<file path="config.mk">
export PLATFORM = sky130hd
export DESIGN_NAME = pc_gen_flat
export DESIGN_NICKNAME = d
export VERILOG_FILES = /design/src/rtl/pc_pkg.sv /design/src/rtl/pc_gen_if.sv /design/src/rtl/pc_next_sel.sv /design/src/rtl/pc_gen.sv /design/src/flat_wrapper.sv
export SDC_FILE = /design/constraint.sdc
export NUM_CORES = 1
export LEC_CHECK = 0
export CELL_PAD_IN_SITES_DETAIL_PLACEMENT = 0
export CELL_PAD_IN_SITES_GLOBAL_PLACEMENT = 1
export CORE_MARGIN = 5
export CORE_UTILIZATION = 30
export CTS_CLUSTER_SIZE = 30
export DETAILED_ROUTE_END_ITERATION = 16
export PLACE_DENSITY = 0.83
export SLEW_MARGIN = 20
export SYNTH_ARGS = -nofsm -noshare
export SYNTH_HDL_FRONTEND = slang
export SYNTH_SLANG_ARGS = --single-unit
</file>
<file path="constraint.sdc">
create_clock -name clk -period 2.2 [get_ports clk]
set_input_delay 0.33 -clock clk [delete_from_list [all_inputs] [get_ports clk]]
set_output_delay 0.33 -clock clk [all_outputs]
set_load 0.02 [all_outputs]
</file>
<file path="src/rtl/pc_pkg.sv">
// Shared constants and enums for the IF-stage program-counter generator.
package pc_pkg;

  localparam logic [31:0] DEF_RESET_VEC = 32'h0000_3000;
  localparam logic [31:0] DEF_EXC_VEC   = 32'h0000_4180;
  localparam int unsigned DEF_STEP      = 4;

  typedef enum logic [2:0] {
    SRC_SEQ,
    SRC_BR,
    SRC_JMP,
    SRC_EXC,
    SRC_ERET
  } pc_src_e;

  typedef enum logic {
    MODE_NORMAL,
    MODE_HANDLER
  } pc_mode_e;

  // Bits of a redirect target that must be zero; STEP=1 yields an empty mask.
  function automatic int unsigned align_mask(input int unsigned step);
    return step - 1;
  endfunction

endpackage

</file>
<file path="src/rtl/pc_gen_if.sv">
// Control/redirect inputs and fetch-address outputs of pc_gen, plus the mode debug view.
interface pc_gen_if
  import pc_pkg::*;
#(
  parameter int WIDTH = 32
) ();

  // Requests carry no handshake: every request line is a level sampled on each
  // rising clk edge and acted on in that cycle only; the PC never back-pressures.
  logic             stall;
  logic             br_taken;
  logic [WIDTH-1:0] br_target;
  logic             jmp;
  logic [WIDTH-1:0] jmp_target;
  logic             exc_req;
  logic [WIDTH-1:0] epc_in;
  logic             eret;
  logic [WIDTH-1:0] pc;
  logic [WIDTH-1:0] pc_step;
  logic [WIDTH-1:0] epc;
  logic             exl;
  logic             fetch_adel;
  pc_mode_e         mode;

  modport slave (
    input  stall, br_taken, br_target, jmp, jmp_target, exc_req, epc_in, eret,
    output pc, pc_step, epc, exl, fetch_adel, mode
  );

  modport master (
    output stall, br_taken, br_target, jmp, jmp_target, exc_req, epc_in, eret,
    input  pc, pc_step, epc, exl, fetch_adel, mode
  );

endinterface

</file>
<file path="src/rtl/pc_next_sel.sv">
// Combinational next-PC priority select: picks the source, its target and flags misalignment.
module pc_next_sel
  import pc_pkg::*;
#(
  parameter int               WIDTH   = 32,
  parameter logic [WIDTH-1:0] EXC_VEC = WIDTH'(DEF_EXC_VEC),
  parameter int unsigned      STEP    = DEF_STEP
) (
  input  logic             stall,
  input  logic             br_taken,
  input  logic [WIDTH-1:0] br_target,
  input  logic             jmp,
  input  logic [WIDTH-1:0] jmp_target,
  input  logic             exc_req,
  input  logic             eret,
  input  logic             exl,
  input  logic [WIDTH-1:0] pc,
  input  logic [WIDTH-1:0] epc,
  output logic             hold,
  output pc_src_e          src,
  output logic [WIDTH-1:0] target,
  output logic             misalign,
  output logic [WIDTH-1:0] pc_step
);

  localparam logic [WIDTH-1:0] MASK = WIDTH'(align_mask(STEP));

  assign pc_step = pc + WIDTH'(STEP);

  always_comb begin
    hold     = 1'b0;
    src      = SRC_SEQ;
    target   = pc_step;
    misalign = 1'b0;
    if (exc_req) begin
      src    = SRC_EXC;
      target = EXC_VEC;
    end else if (eret && exl) begin
      src    = SRC_ERET;
      target = epc;
    end else if (stall) begin
      hold = 1'b1;
    end else if (jmp) begin
      src      = SRC_JMP;
      target   = jmp_target;
      misalign = |(jmp_target & MASK);
    end else if (br_taken) begin
      src      = SRC_BR;
      target   = br_target;
      misalign = |(br_target & MASK);
    end
  end

endmodule

</file>
<file path="src/rtl/pc_gen.sv">
// Program-counter generator: fetch PC, EPC and the NORMAL/HANDLER exception mode.
module pc_gen
  import pc_pkg::*;
#(
  parameter int               WIDTH     = 32,
  parameter logic [WIDTH-1:0] RESET_VEC = WIDTH'(DEF_RESET_VEC),
  parameter logic [WIDTH-1:0] EXC_VEC   = WIDTH'(DEF_EXC_VEC),
  parameter int unsigned      STEP      = DEF_STEP
) (
  input  logic     clk,
  input  logic     reset_n,
  pc_gen_if.slave  bus
);

  logic [WIDTH-1:0] pc_q, pc_d;
  logic [WIDTH-1:0] epc_q, epc_d;
  pc_mode_e         mode_q, mode_d;
  logic             adel_q, adel_d;

  logic             exl;
  logic             hold;
  pc_src_e          src;
  logic [WIDTH-1:0] target;
  logic             misalign;
  logic [WIDTH-1:0] pc_step;

  assign exl = (mode_q == MODE_HANDLER);

  pc_next_sel #(
    .WIDTH   (WIDTH),
    .EXC_VEC (EXC_VEC),
    .STEP    (STEP)
  ) u_sel (
    .stall      (bus.stall),
    .br_taken   (bus.br_taken),
    .br_target  (bus.br_target),
    .jmp        (bus.jmp),
    .jmp_target (bus.jmp_target),
    .exc_req    (bus.exc_req),
    .eret       (bus.eret),
    .exl        (exl),
    .pc         (pc_q),
    .epc        (epc_q),
    .hold       (hold),
    .src        (src),
    .target     (target),
    .misalign   (misalign),
    .pc_step    (pc_step)
  );

  always_ff @(posedge clk or negedge reset_n) begin
    if (!reset_n) begin
      pc_q   <= RESET_VEC;
      epc_q  <= '0;
      mode_q <= MODE_NORMAL;
      adel_q <= 1'b0;
    end else begin
      pc_q   <= pc_d;
      epc_q  <= epc_d;
      mode_q <= mode_d;
      adel_q <= adel_d;
    end
  end

  // EPC is captured only on the NORMAL->HANDLER transition so nested faults keep the first one.
  always_comb begin
    pc_d   = pc_q;
    epc_d  = epc_q;
    mode_d = mode_q;
    adel_d = 1'b0;
    if (!hold) begin
      case (src)
        SRC_EXC: begin
          pc_d   = EXC_VEC;
          mode_d = MODE_HANDLER;
          if (!exl) epc_d = bus.epc_in;
        end
        SRC_ERET: begin
          pc_d   = target;
          mode_d = MODE_NORMAL;
        end
        default: begin
          if (misalign) begin
            pc_d   = EXC_VEC;
            adel_d = 1'b1;
            mode_d = MODE_HANDLER;
            if (!exl) epc_d = target;
          end else begin
            pc_d = target;
          end
        end
      endcase
    end
  end

  assign bus.pc         = pc_q;
  assign bus.pc_step    = pc_step;
  assign bus.epc        = epc_q;
  assign bus.exl        = exl;
  assign bus.fetch_adel = adel_q;
  assign bus.mode       = mode_q;

endmodule

</file>
<file path="src/flat_wrapper.sv">
// flat-port wrapper written by rule: the top's interface ports become plain ports
module pc_gen_flat import pc_pkg::*;
#(
  parameter int               WIDTH     = 32,
  parameter logic [WIDTH-1:0] RESET_VEC = WIDTH'(DEF_RESET_VEC),
  parameter logic [WIDTH-1:0] EXC_VEC   = WIDTH'(DEF_EXC_VEC),
  parameter int unsigned      STEP      = DEF_STEP
)
  (clk, reset_n, bus_stall, bus_br_taken, bus_br_target, bus_jmp, bus_jmp_target, bus_exc_req, bus_epc_in, bus_eret, bus_pc, bus_pc_step, bus_epc, bus_exl, bus_fetch_adel, bus_mode);
  pc_gen_if #(.WIDTH(WIDTH)) bus_i ();
  input  logic clk;
  input  logic reset_n;
  input wire logic [$bits(bus_i.stall)-1:0] bus_stall;
  input wire logic [$bits(bus_i.br_taken)-1:0] bus_br_taken;
  input wire logic [$bits(bus_i.br_target)-1:0] bus_br_target;
  input wire logic [$bits(bus_i.jmp)-1:0] bus_jmp;
  input wire logic [$bits(bus_i.jmp_target)-1:0] bus_jmp_target;
  input wire logic [$bits(bus_i.exc_req)-1:0] bus_exc_req;
  input wire logic [$bits(bus_i.epc_in)-1:0] bus_epc_in;
  input wire logic [$bits(bus_i.eret)-1:0] bus_eret;
  output wire logic [$bits(bus_i.pc)-1:0] bus_pc;
  output wire logic [$bits(bus_i.pc_step)-1:0] bus_pc_step;
  output wire logic [$bits(bus_i.epc)-1:0] bus_epc;
  output wire logic [$bits(bus_i.exl)-1:0] bus_exl;
  output wire logic [$bits(bus_i.fetch_adel)-1:0] bus_fetch_adel;
  output wire logic [$bits(bus_i.mode)-1:0] bus_mode;
  assign bus_i.stall = bus_stall;
  assign bus_i.br_taken = bus_br_taken;
  assign bus_i.br_target = bus_br_target;
  assign bus_i.jmp = bus_jmp;
  assign bus_i.jmp_target = bus_jmp_target;
  assign bus_i.exc_req = bus_exc_req;
  assign bus_i.epc_in = bus_epc_in;
  assign bus_i.eret = bus_eret;
  assign bus_pc = bus_i.pc;
  assign bus_pc_step = bus_i.pc_step;
  assign bus_epc = bus_i.epc;
  assign bus_exl = bus_i.exl;
  assign bus_fetch_adel = bus_i.fetch_adel;
  assign bus_mode = bus_i.mode;
  pc_gen #(.WIDTH(WIDTH), .RESET_VEC(RESET_VEC), .EXC_VEC(EXC_VEC), .STEP(STEP)) u_core (.clk(clk), .reset_n(reset_n), .bus(bus_i));
endmodule
</file>
==> summary.txt, run 1 <==
Total number of yosys warnings = 0
Post-synth EDFFs = 0
Slew @ Worst Pin = 0.529 ns
Iter 0 DRT Violations = 459
Number of global-route vias before repair = 6104
Clock sink count = 66
Run status = complete, but fails checks
Initial antenna violation count = 0
Cells after Synth = 535
Post-synthesis sequential element count = 66
Synth top area share = 36.1%
Max-cap violations = 0
NumNets Final = 976
Global-route wire length before repair = 35.5 mm
M2 GR Usage = 44.0%
WP data required = 1.87 ns
Synthesis-to-finish area growth = 92.0%
Crit. End Element = primary output
ANT cells = 0
Gp weighted congestion = 0.876
Seq/Total Area, Yosys = 37.3%
Cells after DPL = 1021
Slew margin rel. = 64.7%
CTS Buffer Depth = 2
Post-synth cell types = 64
DRC errors left = 0
GR Util met3 = 5.54%
Slowest CP cell = dfstp_2
Area leader, netlist = dfrtp_1
DP HPWL = 18.5 mm
Hold Crit Class = input port to asynchronous set/reset pin
Area contributors post-synth = dfrtp_1 (36%), a22oi_1 (5.9%), a21oi_1 (5.4%), o21ai_0 (5.4%), nor2_1 (4.7%)
Buf+Inv Stages, Crit Path = 1
Post-Syn Area = 4430 sq um
Most used DFF post-synth = dfrtp_1
Clock Latency Late Sink = 0.33 ns
Final core utilization = 58.5%
DIE WIDTH = 132 microns
Largest net degree at the start of global routing = 32
Initial core utilization = 30.5%
Post-place instance area = 7670 sq um
Global-route met1 utilization = 33.0%
WL/cell = 22.2 microns
Total CTS buffers = 9
GRT Total Usage = 25.9%
Root buffer cell = clkbuf_16
CP Max Fanout = 3
H-Tree Level Count = 3
Total power divided by cell area = 628 nW/um^2
Busiest layer in global routing = met2
Final period util = 110%
Worst-case vdd ir drop = 0.338 mV
Row cnt = 44
CP cell instances = nand4_4, nor4_4, nand3_1, nor3_2, xor2_1, buf_4
Final instance area = 8510 sq um
Vias per cell = 5.55
Core area = 14500 sq um
Number of routed nets with antenna violations = 0
I/O pins = 202
Fin Hold WS = 0.505 ns
Total wire length = 23.6 mm
Crit path from = u_core.bus.pc[13]
Die Height = 132 microns
Final slew viol count = 0
Vias = 5890
Initial DRT Pass Iterations = 5
Crit path time final = 2.43 ns
PnR worst setup slack = -0.229 ns
Syn_area_per_cell = 8.28 sq um
Pre-CTS WS = -0.474 ns
Final-report hold violation count = 0
Leakage = 3.78 nW
Max Freq = 412 MHz
Setup TNS = -2.44 ns
Grt total ovfl = 0
Skew final = 0.00526 ns
CP top delay family = simple AND/OR/NAND/NOR gates
Total Power = 5.34 mW
Port bufs = 201
Failing checks = setup timing
Arrival @ worst endpoint = 2.10 ns
Setup Viol. Count Final = 18
Slowest stage delay, CP = 0.55 ns
Syn nets = 639
CTS clk-pin slew, worst paths = 0.06 ns
Crit Path Class = flip-flop to primary output
FF-to-FF Start = u_core.bus.pc[13]
Crit start category = flip-flop
Layout cell share with drive strength beyond 1 = 31.1%
Async SR Flop Fraction = 100%
Die footprint = 17300 sq um
RSZ-0062 raised after global routing = yes
Layout Cells excl Fill = 1061
CTS tree = done
synth_stat cells, types with 2 or more instances:
library cell  instances
xor2_1                6
buf_4                 5
buf_1                 4
or3_1                 2
inv_1                 6
nor3_1                9
o221ai_1              2
nor2_1               56
a21oi_2               2
nor4_1                3
a211o_1               3
o21ai_0              48
nor3b_1               2
dfrtp_1              64
and3_1               11
o221a_2               2
clkbuf_1             24
xnor2_1              21
a22oi_1              35
a2111oi_0             2
a21oi_1              48
dfstp_2               2
o21a_1                2
nand2b_1              3
a31oi_1               5
o21ai_1               3
nand3_1              15
o22a_1                2
o22ai_1              28
o31ai_1               9
o2bb2ai_1             2
o211ai_1              2
a211oi_1              3
a22o_1                3
buf_2                 8
nand4_1              10
a221oi_1              6
and2_1                3
nor4_4                3
a221o_1               4
nand2_1              44
state kept, by name, indices dropped and copies added, names as in the netlist:
signal / cells
u_core.bus.epc: 32
u_core.bus.pc: 32
u_core.bus.exl: 1
u_core.bus.fetch_adel: 1
layer usage:
metal	part of all wire (%)	wire length, microns
met1	42	9820
met2	49	11500
met3	7.2	1690
met4	2.4	573
met5	0	0
cell usage in the layout, fill, tap and decap left out, types with 10 or more instances in the layout:
cell type,n
clkdlybuf4s50_1,172
buf_4,161
dfrtp_1,63
nor2_1,51
a21oi_1,47
o21ai_0,45
nand2_1,37
a22oi_1,35
o22ai_1,28
xnor2_2,16
buf_6,13
buf_12,12
nand3_1,11
nand4_1,10
power by group:
group	leakage, nW	switching (mW)	internal, mW
clock network	0.133	0.547	0.789
logic	2.84	1.20	1.16
registers	0.807	0.217	1.43
logic make-up (layout without fill, tap and decap cells):
group | after synthesis | in the layout | synth area share [%]
AOI/OAI and AO/OA | 219 | 219 | 31.9
xor gates and xnor gates | 28 | 28 | 5.70
adders and majority gates | 1 | 1 | 0.282
buffers and inverters | 49 | 391 | 4.80
DFF | 66 | 66 | 37.3
muxes | 1 | 1 | 0.226
and+or+nand+nor | 171 | 171 | 19.7
path summary, 6_finish.rpt:
path | end | depth (start not counted) | slack [ns]
min in group clk | u_core.bus.epc[7] | 2 | 0.52
worst min-delay path | u_core.bus.epc[29] | 2 | 0.50
worst max register to register | u_core.bus.pc[17] | 10 | 0.09
max in group asynchronous | u_core.bus.pc[9] | 4 | 0.94
worst min register to register | u_core.bus.epc[7] | 2 | 0.52
worst max-delay path | bus_pc_step[31] | 6 | -0.23
worst register-to-register path: stages (launching register included):
cell,delay (ns)
dfstp_2,0.55
nand4_4,0.14
buf_6,0.15
nor4_4,0.18
buf_4,0.18
nand2_4,0.06
buf_6,0.12
xnor2_4,0.15
buf_6,0.13
o31ai_4,0.25
o31ai_1,0.09
layout make-up:
type                    count  area (sq um)
fillers                  1314          6030
repair buffers            367          3380
multi-input cells         420          2950
flip-flops and latches     66          1660
clock buffers              13           250
well taps                 184           230
inverters                   8          30.0
clock inverters             3          15.0
repair_timing:
action,4_1_cts,5_1_grt
endpoints found under the setup margin,31,40
gates resized for setup,177,45
pin swaps,26,33
buffers inserted,13,15
gates cloned,0,0
hold endpoints to repair,19,0
hold buffers,1,0
Power figures use the tool's default switching activity.
==> inputs of run 2 (changes only) <==
--- a/config.mk
+++ b/config.mk
@@ -5,7 +5,7 @@
 export SDC_FILE = /design/constraint.sdc
 export NUM_CORES = 1
 export LEC_CHECK = 0
-export CELL_PAD_IN_SITES_DETAIL_PLACEMENT = 0
+export CELL_PAD_IN_SITES_DETAIL_PLACEMENT = 1
 export CELL_PAD_IN_SITES_GLOBAL_PLACEMENT = 1
 export CORE_MARGIN = 5
 export CORE_UTILIZATION = 30
==> summary.txt, run 2 (same netlist as run 1, synthesis figures left out) <==
DIE WIDTH = 132 microns
Port bufs = 201
Layout cell share with drive strength beyond 1 = 32.3%
Failing checks = setup timing
WP data required = 1.87 ns
ANT cells = 0
Row cnt = 44
Initial DRT Pass Iterations = 5
WL/cell = 26.4 microns
Clock sink count = 66
Setup TNS = -3.86 ns
Crit path time final = 2.54 ns
Die footprint = 17300 sq um
Largest net degree at the start of global routing = 32
Total Power = 5.76 mW
Grt total ovfl = 0
Total wire length = 28.1 mm
Synthesis-to-finish area growth = 96.1%
Root buffer cell = clkbuf_16
Skew final = 0.00476 ns
Leading cell types in the layout, fill and taps excluded = clkdlybuf4s50_1 (172), buf_4 (162), dfrtp_1 (63), nor2_1 (51), a21oi_1 (46)
Final-report hold violation count = 0
CP Max Fanout = 6
Max-cap violations = 0
Hold Crit Class = input port to asynchronous set/reset pin
Number of global-route vias before repair = 6886
RSZ-0062 raised after global routing = yes
Cells after DPL = 1021
GRT Total Usage = 29.6%
Initial antenna violation count = 0
Gp weighted congestion = 0.876
Die Height = 132 microns
DRC errors left = 0
Setup Viol. Count Final = 29
I/O pins = 202
Initial core utilization = 30.5%
Worst-case vdd ir drop = 0.341 mV
Slew margin rel. = 60.1%
NumNets Final = 978
CTS clk-pin slew, worst paths = 0.06 ns
Final period util = 115%
Global-route wire length before repair = 40.5 mm
PnR worst setup slack = -0.339 ns
Final slew viol count = 0
Crit start category = flip-flop
Iter 0 DRT Violations = 595
Slew @ Worst Pin = 0.596 ns
Total CTS buffers = 9
Run status = complete, but fails checks
Commonest non-fill, non-tap cell in the layout = clkdlybuf4s50_1
H-Tree Level Count = 3
Vias = 6308
Fin Hold WS = 0.499 ns
Pre-CTS WS = -0.551 ns
CTS tree = done
Arrival @ worst endpoint = 2.21 ns
Vias per cell = 5.93
Leakage = 3.84 nW
Number of routed nets with antenna violations = 0
Max Freq = 394 MHz
Total power divided by cell area = 663 nW/um^2
Crit Path Class = flip-flop to primary output
Crit. End Element = primary output
Layout Cells excl Fill = 1063
Clock Latency Late Sink = 0.35 ns
DP HPWL = 20.6 mm
CTS Buffer Depth = 2
Core area = 14500 sq um
[run 2: changes by cell type in the layout (fill, tap and decap cells not counted), moves of 3 or more]
cell      previous run  this run
buf_12              12         9
buf_2                4         1
buf_6               13        20
clkbuf_8             1         4
clkinv_2             3         0
[run 2: through the flow]
stage	cell area [sq um]	util, %
global placement	7670	52.8
global route	8690	59.8
CTS	8330	57.3
floorplan	4440	-
detailed placement	7670	52.8
finish	8690	59.8
[run 2: worst paths after layout]
kind / from / endpoint / slack [ns] / depth (start not counted)
max: u_core.bus.pc[3] / bus_pc_step[24] / -0.34 / 7
min: reset_n / u_core.bus.epc[29] / 0.50 / 2
max reg2reg: u_core.bus.pc[3] / u_core.bus.pc[30] / -0.10 / 10
min reg2reg: u_core.bus.epc[8] / u_core.bus.epc[8] / 0.53 / 2
max in group asynchronous: reset_n / u_core.bus.pc[6] / 0.92 / 4
min in group clk: u_core.bus.epc[8] / u_core.bus.epc[8] / 0.53 / 2
[run 2: final cells by class]
| class | count | area (sq um) |
|---|---|---|
| Clock buffer | 15 | 288 |
| Timing Repair Buffer | 369 | 3390 |
| Multi-Input combinational cell | 420 | 3060 |
| Fill cell | 1671 | 5850 |
| Clock inverter | 1 | 30.0 |
| Tap cell | 184 | 230 |
| Sequential cell | 66 | 1660 |
| Inverter | 8 | 30.0 |
[run 2: routing by layer]
layer  wire length [microns]  global-route usage (%)  share of wire [%]
met5                       0                       0                  0
met3                    2190                    5.96                7.8
met4                    1110                    10.5                3.9
met2                   14000                    52.0                 50
met1                   10800                    36.1                 38
[run 2: worst max-delay path, stage by stage, from the launching register on]
cell	delay, ns
dfrtp_1	0.45
ha_4	0.18
nand4_1	0.22
nor4_4	0.36
buf_6	0.22
nand3_2	0.10
xnor2_2	0.15
buf_4	0.17
[run 2: repair_timing]
action,in CTS,in global routing
buffers inserted,13,15
endpoints found under the setup margin,36,39
hold endpoints to repair,19,0
gates resized for setup,189,61
pin swaps,31,38
hold buffers,1,0
[run 2: power by group]
group          internal, mW  switching [mW]
registers              1.43           0.239
logic                  1.20            1.31
clock network          1.00           0.578
